[src/rtl/call_ret_ctrl.sv]
// CALL/RET sequencer driving an external return stack and the core PC/flags.
// Optional macro STACK_GUARD_EN: RET on an empty stack faults instead of popping.
module call_ret_ctrl (
    input  logic       clk,
    input  logic       rst,
    input  logic       call_req,
    input  logic       ret_req,
    input  logic [8:0] call_target,
    input  logic [8:0] pc,
    input  logic [3:0] flags,
    input  logic [8:0] stk_top_pc,
    input  logic [3:0] stk_top_flags,
    output logic       push_en,
    output logic       pop_en,
    output logic [8:0] stk_pc,
    output logic [3:0] stk_flags,
    output logic       pc_load,
    output logic [8:0] pc_next,
    output logic       flags_load,
    output logic [3:0] flags_next,
    output logic       busy,
    output logic       done,
    output logic [2:0] depth,
    output logic       fault
);

    typedef enum logic [1:0] {
        S_IDLE,
        S_CALL,
        S_RET_POP,
        S_RET_LOAD
    } state_t;

    localparam logic [2:0] DEPTH_MAX = 3'd5;

    state_t     state_q, state_d;
    logic       push_en_q, push_en_d;
    logic       pop_en_q, pop_en_d;
    logic [8:0] stk_pc_q, stk_pc_d;
    logic [3:0] stk_flags_q, stk_flags_d;
    logic       pc_load_q, pc_load_d;
    logic [8:0] pc_next_q, pc_next_d;
    logic       flags_load_q, flags_load_d;
    logic [3:0] flags_next_q, flags_next_d;
    logic       busy_q, busy_d;
    logic       done_q, done_d;
    logic [2:0] depth_q, depth_d;
    logic       fault_q, fault_d;
    logic       ret_bad_q, ret_bad_d;

    always_comb begin
        state_d      = state_q;
        push_en_d    = 1'b0;
        pop_en_d     = 1'b0;
        stk_pc_d     = stk_pc_q;
        stk_flags_d  = stk_flags_q;
        pc_load_d    = 1'b0;
        pc_next_d    = pc_next_q;
        flags_load_d = 1'b0;
        flags_next_d = flags_next_q;
        busy_d       = busy_q;
        done_d       = 1'b0;
        depth_d      = depth_q;
        fault_d      = 1'b0;
        ret_bad_d    = ret_bad_q;

        unique case (state_q)
            S_IDLE: begin
                // CALL has priority; a simultaneous RET is dropped
                if (call_req) begin
                    state_d     = S_CALL;
                    busy_d      = 1'b1;
                    push_en_d   = 1'b1;
                    pc_load_d   = 1'b1;
                    done_d      = 1'b1;
                    stk_pc_d    = pc + 9'd1;
                    stk_flags_d = flags;
                    pc_next_d   = call_target;
                    if (depth_q != DEPTH_MAX) depth_d = depth_q + 3'd1;
                end else if (ret_req) begin
                    state_d   = S_RET_POP;
                    busy_d    = 1'b1;
                    ret_bad_d = 1'b0;
`ifdef STACK_GUARD_EN
                    if (depth_q == 3'd0) begin
                        fault_d   = 1'b1;
                        ret_bad_d = 1'b1;
                    end else begin
                        pop_en_d = 1'b1;
                        depth_d  = depth_q - 3'd1;
                    end
`else
                    pop_en_d = 1'b1;
                    if (depth_q != 3'd0) depth_d = depth_q - 3'd1;
`endif
                end
            end
            S_CALL: begin
                state_d = S_IDLE;
                busy_d  = 1'b0;
            end
            S_RET_POP: begin
                // stk_top still shows the pre-pop entry on this edge
                state_d = S_RET_LOAD;
                busy_d  = 1'b1;
                done_d  = 1'b1;
                if (!ret_bad_q) begin
                    pc_next_d    = stk_top_pc;
                    flags_next_d = stk_top_flags;
                    pc_load_d    = 1'b1;
                    flags_load_d = 1'b1;
                end
            end
            S_RET_LOAD: begin
                state_d   = S_IDLE;
                busy_d    = 1'b0;
                ret_bad_d = 1'b0;
            end
            default: begin
                state_d = S_IDLE;
                busy_d  = 1'b0;
            end
        endcase
    end

    always_ff @(posedge clk) begin
        if (rst) begin
            state_q      <= S_IDLE;
            push_en_q    <= 1'b0;
            pop_en_q     <= 1'b0;
            stk_pc_q     <= '0;
            stk_flags_q  <= '0;
            pc_load_q    <= 1'b0;
            pc_next_q    <= '0;
            flags_load_q <= 1'b0;
            flags_next_q <= '0;
            busy_q       <= 1'b0;
            done_q       <= 1'b0;
            depth_q      <= '0;
            fault_q      <= 1'b0;
            ret_bad_q    <= 1'b0;
        end else begin
            state_q      <= state_d;
            push_en_q    <= push_en_d;
            pop_en_q     <= pop_en_d;
            stk_pc_q     <= stk_pc_d;
            stk_flags_q  <= stk_flags_d;
            pc_load_q    <= pc_load_d;
            pc_next_q    <= pc_next_d;
            flags_load_q <= flags_load_d;
            flags_next_q <= flags_next_d;
            busy_q       <= busy_d;
            done_q       <= done_d;
            depth_q      <= depth_d;
            fault_q      <= fault_d;
            ret_bad_q    <= ret_bad_d;
        end
    end

    assign push_en    = push_en_q;
    assign pop_en     = pop_en_q;
    assign stk_pc     = stk_pc_q;
    assign stk_flags  = stk_flags_q;
    assign pc_load    = pc_load_q;
    assign pc_next    = pc_next_q;
    assign flags_load = flags_load_q;
    assign flags_next = flags_next_q;
    assign busy       = busy_q;
    assign done       = done_q;
    assign depth      = depth_q;
    assign fault      = fault_q;

endmodule

[config.mk]
export PLATFORM = sky130hd
export DESIGN_NAME = call_ret_ctrl
export DESIGN_NICKNAME = d
export VERILOG_FILES = /design/src/rtl/call_ret_ctrl.sv
export SDC_FILE = /design/constraint.sdc
export NUM_CORES = 1
export LEC_CHECK = 0
export BUFFER_PORTS_ARGS = -buffer_cell sky130_fd_sc_hd__buf_2
export CORE_UTILIZATION = 30
export CTS_BUF_LIST = sky130_fd_sc_hd__clkbuf_16
export DETAILED_ROUTE_END_ITERATION = 7
export PLACE_DENSITY = 0.58
export SETUP_SLACK_MARGIN = 0.05
export SLEW_MARGIN = 20
export SYNTH_ARGS = -nofsm -noshare
export SYNTH_HDL_FRONTEND = slang
export SYNTH_SLANG_ARGS = --single-unit
[constraint.sdc]
create_clock -name clk -period 1.66 [get_ports clk]
set_input_delay 0.083 -clock clk [delete_from_list [all_inputs] [get_ports clk]]
set_output_delay 0.083 -clock clk [all_outputs]
set_load 0.005 [all_outputs]
==> results of run 1 <==
## cell type report
cell class	count	area share
inverters	3	0.00554
clock buffers	5	0.0616
multi-input cells	118	0.338
well taps	67	0.0413
repair buffers	75	0.193
clock inverters	3	0.00554
flip-flops and latches	36	0.355
## worst max-delay path, cell delays in order (launching register included)
cell     delay, ns
dfxtp_1       0.36
fa_2          0.38
xor2_1        0.15
or4_1         0.40
a21oi_1       0.15
## path summary, 6_finish.rpt
path                            from                       to  cells after the start
max            depth[0]$_SDFFE_PP0P_    depth[2]$_SDFFE_PP0P_                      4
max reg2reg    depth[0]$_SDFFE_PP0P_    depth[2]$_SDFFE_PP0P_                      4
min reg2reg  pc_next[0]$_SDFFE_PP0P_  pc_next[0]$_SDFFE_PP0P_                      2
min                            pc[0]   stk_pc[0]$_SDFFE_PP0P_                      2
## routing by layer
metal / wire [um] / up-vias / track usage
met5: 0 / - / 0
met4: 46 / 0 / 0.0523
met3: 228 / 7 / 0.0611
met2: 1610 / 39 / 0.236
met1: 1560 / 614 / 0.173
li1: - / 724 / -
## per-stage QoR
| stage | std cells | setup slack [ns] |
|---|---|---|
| after global routing | 307 | 0.0369 |
| after CTS | 307 | 0.0930 |
| final | 307 | 0.156 |
| after floorplan | 168 | 0.182 |
| after global placement | 299 | 0.168 |
| after detailed placement | 299 | 0.0912 |
## placed cells by master, fill, tap and decap left out, types with 2 or more instances in the layout
cell / n
a22oi_1: 8
buf_2: 73
a21oi_1: 21
dfxtp_1: 36
nand2_1: 30
nor2_1: 14
clkbuf_16: 5
a311oi_1: 3
xnor2_1: 4
or3_1: 4
inv_1: 5
a211oi_1: 6
nor2_4: 2
o21ai_0: 3
nand3_1: 4
nor3_1: 4
xor2_1: 2
## where the power goes
group | total [mW] | internal (mW) | switching (mW) | leakage, nW
clock | 0.859 | 0.539 | 0.320 | 0.0738
combinational | 0.376 | 0.183 | 0.193 | 0.554
sequential | 0.993 | 0.942 | 0.0508 | 0.296
## sequential cells by signal, indices dropped and copies added, names as in the netlist
| register | cells |
|---|---|
| state_q | 2 |
| pop_en | 1 |
| flags_load | 1 |
| depth | 3 |
| flags_next | 4 |
| push_en | 1 |
| busy | 1 |
| pc_next | 9 |
| stk_pc | 9 |
| done | 1 |
| stk_flags | 4 |
## timing repair
action,in CTS,in global routing
endpoints found under the setup margin,0,2
resized for setup,0,2
setup buffers,0,0
hold buffers,0,0
## cell families (layout without fill, tap and decap cells)
group | Yosys count | in the layout | share of synthesized area
AND/OR/NAND/NOR | 65 | 65 | 0.214
AO/OA/AOI/OAI | 43 | 43 | 0.181
flip-flops | 36 | 36 | 0.488
buffers and inverters | 14 | 86 | 0.0500
XOR/XNOR | 6 | 6 | 0.0356
adder cells (fa/ha/maj) | 2 | 2 | 0.0220
other | 1 | 1 | 0.00254
multiplexers | 1 | 1 | 0.00677
==> impl_metrics.json, run 1 <==
{
  "ys_top_cells_by_area": "dfxtp_1 49%, nand2_1 7.6%, a21oi_1 7.1%",
  "rsz0062_at_grt": "yes",
  "ant_nets": 0,
  "worst_setup_path_end_kind": "flop",
  "antennaDiodeCount": 0,
  "tns_ns": 0,
  "drive_above_1_share": 0.358,
  "synth.most_common_cell": "dfxtp_1",
  "dpl_cell_area_sq_um": 1890,
  "cts_num_sinks": 36,
  "post-synth-top-area-cell": "dfxtp_1",
  "synth_common_cells": "36 x dfxtp_1, 30 x nand2_1, 21 x a21oi_1",
  "cp_max_fo": 6,
  "grt_pass1_wl_mm": 5.78,
  "max_slew_margin": 0.561,
  "area.sequential_sq_um": 721,
  "grt_max_degree": 37,
  "crit_path_start_kind": "flop",
  "fillers": 489,
  "avgRoutedWirePerCell_um": 11.2,
  "period_minus_slack_ns": 1.50,
  "total_power_mw": 2.23,
  "worstHoldPathType": "in -> reg",
  "clk_latency_ns": 0.27,
  "fin_crit_sh": 0.906,
  "synth_ff_type": "dfxtp_1",
  "numCtsBuffers": 5,
  "area_delta_synth_final_pct": 37.5,
  "die_y_um": 72.2,
  "routed_wl_mm": 3.44,
  "first_global_vias": 1253,
  "syn_nets": 209,
  "syn_avg_cell_area_sq_um": 8.80,
  "multiInputGateArea_sq_um": 687,
  "final_design_area_no_fill_sq_um": 2030,
  "vias": 1384,
  "final_core_util": 0.430,
  "setup_violations": 0,
  "drtIter0Drc": 38,
  "maxSlewViolCount": 0,
  "synthArstFlopShare": 0,
  "gp_congestion": 0.692,
  "synthCells": 168,
  "io_pins": 75,
  "yosys_warnings": 0,
  "drc": 0,
  "netlist_area_sq_um": 1480,
  "grt_overflow_total": 0,
  "cp_data_required_time_ns": 1.86,
  "fmax_mhz": 665,
  "yosysUniqueCellTypes": 32,
  "routed_via_density": 4.51,
  "cap_viol_max_count": 0,
  "rows": 25,
  "cts-root-buf": "clkbuf_16",
  "cts_tree": "built",
  "antenna_found_initial": 0,
  "io_buffers": 73,
  "die_w_um": 72.2,
  "yosysSeqAreaShare": 0.488,
  "powerDensity_nw_per_um2": 1100,
  "final_nets": 280,
  "cts_buffer_depth": 2,
  "final.setup_skew_ns": 0.00104,
  "grt_usage": 0.146,
  "htreeDepth": 2,
  "reg2reg_slack_ns": 0.16,
  "fp.coreArea_sq_um": 4720,
  "dpl.hpwl_mm": 2.43,
  "path_class": "reg -> reg",
  "start_util": 0.313,
  "clk_pin_slew_ns": 0.05,
  "outcome": "finished, final reports clean",
  "ys_ff_latch": 36,
  "ir_drop_mv": 0.508,
  "p_leak_nw": 0.925,
  "drt-pass1-iter-count": 4,
  "worstMarginPinSlew_ns": 0.659,
  "hold_ws_ns": 0.0363,
  "worstPathArrival_ns": 1.70,
  "hold_viol_final": 0,
  "die_area_sq_um": 5210,
  "netlist.area_leader.share": 0.488,
  "synth_edf_count": 0
}
Power figures use the tool's default switching activity.
==> inputs of run 2 (changes only) <==
--- a/config.mk
+++ b/config.mk
@@ -5,11 +5,12 @@
 export SDC_FILE = /design/constraint.sdc
 export NUM_CORES = 1
 export LEC_CHECK = 0
-export BUFFER_PORTS_ARGS = -buffer_cell sky130_fd_sc_hd__buf_2
+export CORE_MARGIN = 2
 export CORE_UTILIZATION = 30
 export CTS_BUF_LIST = sky130_fd_sc_hd__clkbuf_16
 export DETAILED_ROUTE_END_ITERATION = 7
-export PLACE_DENSITY = 0.58
+export DONT_BUFFER_PORTS = 1
+export PLACE_DENSITY = 0.45
 export SETUP_SLACK_MARGIN = 0.05
 export SLEW_MARGIN = 20
 export SYNTH_ARGS = -nofsm -noshare
==> impl_metrics.json, run 2 (synthesis results as in run 1) <==
{
  "outcome": "finished, final reports clean",
  "fp.coreArea_sq_um": 4720,
  "io_pins": 75,
  "cp.depth": 4,
  "crit_path_start_kind": "flop",
  "drtIter0Drc": 58,
  "cap_viol_max_count": 0,
  "ir_drop_mv": 0.364,
  "final_cell_count_no_fill": 251,
  "avgRoutedWirePerCell_um": 14.2,
  "worstHoldPathType": "in -> reg",
  "gp_congestion": 0.637,
  "cts_tree": "built",
  "final_cell_mix": "35 x dfxtp_1, 30 x nand2_1, 21 x a21oi_1",
  "drive_above_1_share": 0.0815,
  "reg2reg_slack_ns": 0.11,
  "grt_overflow_total": 0,
  "clk_pin_slew_ns": 0.05,
  "path_cells": "fa_1 -> xor2_1 -> or4_1 -> a21oi_1",
  "vias": 1244,
  "antennaDiodeCount": 0,
  "clk_latency_ns": 0.27,
  "die_y_um": 74.2,
  "worstPathArrival_ns": 1.75,
  "setup_violations": 0,
  "r2r-start": "depth[0]$_SDFFE_PP0P_",
  "cts_num_sinks": 36,
  "dpl.hpwl_mm": 2.43,
  "io_buffers": 0,
  "p_leak_nw": 0.689,
  "period_minus_slack_ns": 1.55,
  "slowest_delay_ns": 0.41,
  "powerDensity_nw_per_um2": 1240,
  "grt_pass1_wl_mm": 5.64,
  "cts_buffer_depth": 2,
  "numCtsBuffers": 5,
  "maxSlewViolCount": 0,
  "worstReg2RegEnd": "depth[2]$_SDFFE_PP0P_",
  "final.setup_skew_ns": 0.00478,
  "start_util": 0.313,
  "fin_crit_sh": 0.932,
  "grt_max_degree": 37,
  "rows": 25,
  "area_delta_synth_final_pct": 26.7,
  "drc": 0,
  "htreeDepth": 2,
  "cts-root-buf": "clkbuf_16",
  "die_w_um": 74.2,
  "path_class": "reg -> reg",
  "cp_top_family": "adder cells",
  "post-place-ws_ns": 0.0951,
  "die_area_sq_um": 5500,
  "routed_wl_mm": 3.56,
  "cp_data_required_time_ns": 1.86,
  "final_nets": 224,
  "rsz0062_at_grt": "no",
  "drt-pass1-iter-count": 4,
  "reg2reg_depth": 4,
  "tns_ns": 0,
  "post_cts_buffers": 0,
  "first_global_vias": 1258,
  "fin_ws_ns": 0.114,
  "antenna_found_initial": 0,
  "routed_via_density": 4.96,
  "whs_endpoint": "pc_next[5]$_SDFFE_PP0P_",
  "fmax_mhz": 647,
  "dp_cells": 226,
  "ant_nets": 0,
  "min_delay_path_depth": 2,
  "worstHoldStart": "stk_top_pc[5]",
  "grt_usage": 0.134,
  "worst_setup_path_end_kind": "flop",
  "mostFrequentLayoutCell": "dfxtp_1",
  "cp_max_fo": 6,
  "path_buf_inv": 0,
  "crit_slowest_cell": "fa_1",
  "hold_viol_final": 0
}
-- run 2: cell types whose count changed in the layout (fill, tap and decap cells not counted), sizes merged --
cell         change
dlygate4sd3     +16
inv              -1
buf             -72
bufinv           +1
-- run 2: layout make-up --
class | count | area (sq um)
fillers | 484 | 2850
multi-input cells | 118 | 683
clock inverters | 3 | 38.8
clock buffers | 5 | 125
inverters | 3 | 11.3
flip-flops and latches | 36 | 722
well taps | 67 | 83.8
repair buffers | 19 | 208
-- run 2: layer usage --
layer  vias to the layer above  wire length [um]  GRT usage
met5                         -                 0          0
met3                         2               301     0.0515
met1                       579              1430      0.147
met4                         0                17     0.0444
li1                        612                 -          -
met2                        51              1820      0.239
-- run 2: how the worst max path moves through the flow --
stage                                from                    end  slack (ns)
floorplan           depth[0]$_SDFFE_PP0P_  depth[2]$_SDFFE_PP0P_        0.18
global placement    depth[0]$_SDFFE_PP0P_  depth[2]$_SDFFE_PP0P_        0.15
detailed placement  depth[0]$_SDFFE_PP0P_  depth[2]$_SDFFE_PP0P_         0.1
CTS                 depth[0]$_SDFFE_PP0P_  depth[2]$_SDFFE_PP0P_        0.09
global route        depth[0]$_SDFFE_PP0P_  depth[2]$_SDFFE_PP0P_        0.07
finish              depth[0]$_SDFFE_PP0P_  depth[2]$_SDFFE_PP0P_        0.11
-- run 2: worst reg2reg max path, stage by stage (launching register included) --
cell,delay [ns]
dfxtp_2,0.35
fa_1,0.41
xor2_1,0.16
or4_1,0.40
a21oi_1,0.16
-- run 2: per-stage QoR --
step	util	area (sq um)	hold slack (ns)	power [mW]
finish	0.396	1870	0.00306	2.33
global route	0.396	1870	0.0247	2.46
CTS	0.396	1870	0.00224	2.36
detailed placement	0.323	1530	0.159	1.27
global placement	0.323	1530	0.158	1.25
floorplan	-	1480	0.179	1.22
-- run 2: power breakdown --
| group | switching, mW | internal (mW) |
|---|---|---|
| Combinational | 0.146 | 0.135 |
| Clock | 0.329 | 0.699 |
| Sequential | 0.0738 | 0.943 |
-- run 2: repair_timing --
item,4_1_cts,5_1_grt
resized for setup,0,1
endpoints found under the hold margin,36,0
hold buffers,17,0
setup endpoints to repair,0,1
